`src/rtl/tx_frame_scheduler.sv`:
```
// tx_frame_scheduler
// Word sequencer and two-way round-robin arbiter for an 8b/10b transmit path.
// Runs on the bit clock, derives the 10-bit word boundary, frames 72-bit
// payloads as SOF + words + EOF and fills idle time with comma symbols,
// forcing a comma whenever too many strobes have passed without one.
module tx_frame_scheduler #(
  parameter int          WORDS_PER_FRAME = 8,
  parameter int          BITS_PER_WORD   = 10,
  parameter logic [8:0]  IDLE_SYM        = 9'h1BC,
  parameter logic [8:0]  SOF_SYM         = 9'h1FB,
  parameter logic [8:0]  EOF_SYM         = 9'h1FD,
  parameter int          SYNC_PERIOD     = 256
) (
  input  logic                           bitclk,
  input  logic                           rst,
  input  logic [1:0]                     req,
  input  logic [9*WORDS_PER_FRAME-1:0]   frame0,
  input  logic [9*WORDS_PER_FRAME-1:0]   frame1,
  output logic [1:0]                     grant,
  output logic [8:0]                     sym_out,
  output logic                           sym_stb,
  output logic [3:0]                     bit_phase,
  output logic                           busy,
  output logic [15:0]                    frame_cnt
);

  localparam int PW  = 9 * WORDS_PER_FRAME;
  localparam int WCW = (WORDS_PER_FRAME > 1) ? $clog2(WORDS_PER_FRAME) : 1;
  localparam int SCW = $clog2(SYNC_PERIOD + 1);
  localparam logic [3:0]     LAST_PHASE = 4'(BITS_PER_WORD - 1);
  localparam logic [WCW-1:0] LAST_WORD  = WCW'(WORDS_PER_FRAME - 1);
  localparam logic [SCW-1:0] SYNC_LIMIT = SCW'(SYNC_PERIOD);

  typedef enum logic [1:0] {
    ST_IDLE    = 2'd0,
    ST_PAYLOAD = 2'd1,
    ST_EOF     = 2'd2
  } state_t;

  state_t          state_r;
  logic [PW-1:0]   shift_r;
  logic [WCW-1:0]  word_cnt_r;
  logic [SCW-1:0]  sync_cnt_r;
  logic            ptr_r;

  logic            boundary_s;
  logic            sync_due_s;
  logic [SCW-1:0]  sync_inc_s;
  logic            win_s;

  assign boundary_s = (bit_phase == LAST_PHASE);
  assign sync_due_s = (sync_cnt_r >= SYNC_LIMIT);
  // Saturating increment: once the limit is reached the count holds there.
  assign sync_inc_s = sync_due_s ? sync_cnt_r : (sync_cnt_r + SCW'(1));

  // Pick the winning channel: a lone requester wins, a tie goes to the pointer.
  always_comb begin
    win_s = 1'b0;
    case (req)
      2'b01:   win_s = 1'b0;
      2'b10:   win_s = 1'b1;
      2'b11:   win_s = ptr_r;
      default: win_s = 1'b0;
    endcase
  end

  // Word phase counter; the wrap from the last phase to 0 is the word boundary.
  always_ff @(posedge bitclk) begin
    if (rst) begin
      bit_phase <= LAST_PHASE;
    end else if (boundary_s) begin
      bit_phase <= 4'd0;
    end else begin
      bit_phase <= bit_phase + 4'd1;
    end
  end

  // Frame FSM with arbitration, payload shifting, sync tracking and registered outputs.
  always_ff @(posedge bitclk) begin
    if (rst) begin
      state_r    <= ST_IDLE;
      shift_r    <= '0;
      word_cnt_r <= '0;
      sync_cnt_r <= '0;
      ptr_r      <= 1'b0;
      sym_out    <= IDLE_SYM;
      sym_stb    <= 1'b0;
      grant      <= 2'b00;
      busy       <= 1'b0;
      frame_cnt  <= 16'd0;
    end else begin
      sym_stb <= boundary_s;
      grant   <= 2'b00;
      if (boundary_s) begin
        case (state_r)
          ST_IDLE: begin
            if (!sync_due_s && (req != 2'b00)) begin
              grant      <= win_s ? 2'b10 : 2'b01;
              shift_r    <= win_s ? frame1 : frame0;
              ptr_r      <= ~win_s;
              sym_out    <= SOF_SYM;
              busy       <= 1'b1;
              word_cnt_r <= '0;
              sync_cnt_r <= sync_inc_s;
              state_r    <= ST_PAYLOAD;
            end else begin
              // Idle fill and forced sync share the same comma symbol.
              sym_out    <= IDLE_SYM;
              busy       <= 1'b0;
              sync_cnt_r <= '0;
              state_r    <= ST_IDLE;
            end
          end
          ST_PAYLOAD: begin
            sym_out    <= shift_r[8:0];
            shift_r    <= {9'h000, shift_r[PW-1:9]};
            sync_cnt_r <= sync_inc_s;
            if (word_cnt_r == LAST_WORD) begin
              state_r <= ST_EOF;
            end else begin
              word_cnt_r <= word_cnt_r + WCW'(1);
            end
          end
          ST_EOF: begin
            // busy stays high through the EOF word; IDLE decides whether it drops.
            sym_out    <= EOF_SYM;
            frame_cnt  <= frame_cnt + 16'd1;
            sync_cnt_r <= sync_inc_s;
            state_r    <= ST_IDLE;
          end
          default: begin
            sym_out <= IDLE_SYM;
            busy    <= 1'b0;
            state_r <= ST_IDLE;
          end
        endcase
      end
    end
  end

endmodule

```
`config.mk`:
```
export PLATFORM = sky130hd
export DESIGN_NAME = tx_frame_scheduler
export DESIGN_NICKNAME = d
export VERILOG_FILES = /design/src/rtl/tx_frame_scheduler.sv
export SDC_FILE = /design/constraint.sdc
export NUM_CORES = 1
export LEC_CHECK = 0
export ABC_CLOCK_PERIOD_IN_PS = 3000
export CORE_UTILIZATION = 48
export CTS_CLUSTER_DIAMETER = 60
export DETAILED_ROUTE_END_ITERATION = 8
export GPL_TIMING_DRIVEN = 0
export PLACE_DENSITY_LB_ADDON = 0.08
export SLEW_MARGIN = 10
export SYNTH_ARGS = -nofsm -noshare
export SYNTH_HDL_FRONTEND = slang
export SYNTH_SLANG_ARGS = --single-unit
```
`constraint.sdc`:
```
create_clock -name bitclk -period 3 [get_ports bitclk]
set_input_delay 0.6 -clock bitclk [delete_from_list [all_inputs] [get_ports bitclk]]
set_output_delay 0.6 -clock bitclk [all_outputs]
set_load 0.02 [all_outputs]
```
==> run summary <==
run status: finished, final reports clean
FMAX: 356 MHz
most common cell in the netlist: dfxtp_1
cts hold-fix bufs: 0
Die Y: 115 um
core area: 12200 um2
first-pass GRT wire length: 27600 um
CP cell instances: clkdlybuf4s50_1 -> nor2b_1 -> buf_2 -> nand2b_1 -> buf_1 -> o211ai_1 -> a32o_1
Hold Vio Cnt, Final: 0
crit path launch type: input pin
via count: 6033
# IOs: 181
top cells by area, synth: dfxtp_1, a32o_1, o211ai_1
ys flop type: dfxtp_1
Syn Inst Count: 713
cell family with most CP delay: buffers and inverters
Worst EP arrival: 3.10 ns
peak supply drop: 0.430 mV
post-route insts no fill: 1090
Pleak: 3.24 nW
Place WS: -0.369 ns
syn_nets: 873
Area Growth Syn to Fin: 42.6%
share of cells above drive strength 1: 0.0434
CTS clk-pin slew, worst paths: 0.05 ns
CP Capture Type: flip-flop
placed standard-cell area: 8090 um2
Final WS setup: 0.190 ns
DIE AREA: 13100 um2
slowest stage delay, CP: 0.59 ns
GPL Wtd Cong: 0.839
Post-DRT Antenna Nets: 0
initial antenna violation count: 0
RSZ-0062 raised after global routing: false
yosys synthesis warning count: 0
cts bufs inserted: 17
placed insts: 1061
# DRC: 0
Slew @ Worst Pin: 0.921 ns
die width: 115 um
Num Clock Sinks: 120
I/O Buffers: 180
total gr overflow: 0
post-layout util: 0.713
worst-path fanout max: 10
vias in the first global route: 5934
final setup fails: 0
DP HPWL: 12900 um
root buffer cell: clkbuf_16
share of flip-flops with an asynchronous set or reset: 0
count of pins over their slew limit: 0
largest net degree at the start of global routing: 17
Post-synth EDFFs: 0
Starting DRT DRC Count: 402
Syn Area/Cell: 8.53 um2
Worst EP required: 3.29 ns
final WL: 17000 um
H-tree depth: 4
worst-case clock buffer depth: 2
CTS tree: yes
Routed WL per cell: 15.6 um
Synth Cell Area: 6080 um2
Synth top area share: 0.395
Final Critical Period: 2.81 ns
leading area contributor after synthesis: dfxtp_1
GRT Resource Usage Total: 0.268
DRT Pass-1 Iters: 5
part of the cycle the worst path needs: 0.937
Clock Latency Late Sink: 0.41 ns
Fin Clk Skew: 0.0113 ns
CTS resizes: 0
starting density of the core: 0.500
Bufs and invs on worst path: 3
Worst slew margin: 0.378
fin nets: 1071
setup_tns: 0 ns
CP max-delay cell: nand2b_1
Seq/Total Area, Yosys: 0.395
Crit Path Category: in -> reg
Final Instance Area: 8670 um2
FF+latch count, synth: 120
Pwr Density: 650 nW/um2
buffer count from post-CTS setup fixing: 0
Antenna Cells: 0
Synth cell types: 46
synth cell count leaders: dfxtp_1, o21ai_0, inv_1
via density per instance: 5.53
Max Cap Viol: 0
Worst Hold Class: reg -> reg
# rows: 40
state kept, by name, summed over array words and instances, names as in the netlist, 2 cells and up:
| signal | flops |
|---|---|
| bit_phase | 4 |
| frame_cnt | 16 |
| word_cnt_r | 3 |
| shift_r | 72 |
| state_r | 2 |
| sym_out | 9 |
| sync_cnt_r | 9 |
| grant | 2 |
final timing paths:
path,endpoint,startpoint,slack (ns),depth (start not counted)
setup / recovery,shift_r[20]$_SDFFE_PP0P_,req[0],0.19,7
hold / removal,shift_r[54]$_SDFFE_PP0P_,shift_r[54]$_SDFFE_PP0P_,0.45,1
setup reg to reg,shift_r[20]$_SDFFE_PP0P_,state_r[1]$_SDFFE_PP0P_,0.50,7
hold reg to reg,shift_r[54]$_SDFFE_PP0P_,shift_r[54]$_SDFFE_PP0P_,0.45,1
per-stage QoR:
stage | power (W) | hold WS (ns)
after detailed placement | 0.00366 | 0.438
after CTS | 0.00564 | 0.455
after global routing | 0.00589 | 0.464
final | 0.00563 | 0.454
after floorplan | 0.00303 | 0.424
after global placement | 0.00360 | 0.440
power breakdown:
| group | switching (W) | leakage, nW | total, W | internal (W) |
|---|---|---|---|---|
| combinational | 0.000893 | 1.97 | 0.00163 | 0.000740 |
| sequential | 0.000156 | 0.977 | 0.00201 | 0.00186 |
| clock | 0.000692 | 0.288 | 0.00199 | 0.00130 |
| total | 0.00174 | 3.24 | 0.00563 | 0.00389 |
metal layers:
layer | part of all wire | GRT usage | up-vias
li1 | - | - | 2985
met1 | 0.43 | 0.312 | 2822
met2 | 0.49 | 0.486 | 194
met3 | 0.052 | 0.0545 | 32
met4 | 0.020 | 0.0944 | 0
met5 | 0 | 0 | -
placed cells by master (no fill, tap or decap), types with 3 or more instances in the layout:
master             n
clkdlybuf4s50_1  180
dfxtp_1          120
o21ai_0           74
inv_1             73
nand2b_1          66
o211ai_1          63
a32o_1            63
clkbuf_1          45
nor2_1            36
nand2_1           27
a21oi_1           20
clkbuf_16         17
ha_1              12
xnor2_1           11
mux2i_1           11
nand3_1            9
o2bb2ai_1          9
or3_1              6
buf_1              6
buf_2              6
nand4_1            5
nor4_1             5
xor2_1             5
or4_1              5
a211oi_1           4
clkbuf_8           4
clkinv_2           4
and4_1             3
logic make-up (layout without fill, tap and decap cells):
group	count (synthesis)	in the layout	synth area share
adder cells (fa/ha/maj)	12	12	0.0247
buffers and inverters	132	341	0.0830
multiplexers	11	11	0.0181
AO/OA/AOI/OAI	246	246	0.295
XOR/XNOR	16	16	0.0231
flip-flops	120	120	0.395
AND/OR/NAND/NOR	176	176	0.161
final cells by class:
class,count,area [um2]
buffer,57,223
tap,168,210
inverter,74,278
clock buffer,22,484
fill,999,3490
sequential,120,2400
timing repair buffer,180,1800
multi-input combinational,461,3170
clock inverter,8,96.3
No activity file was read; power rests on OpenSTA's default activity.
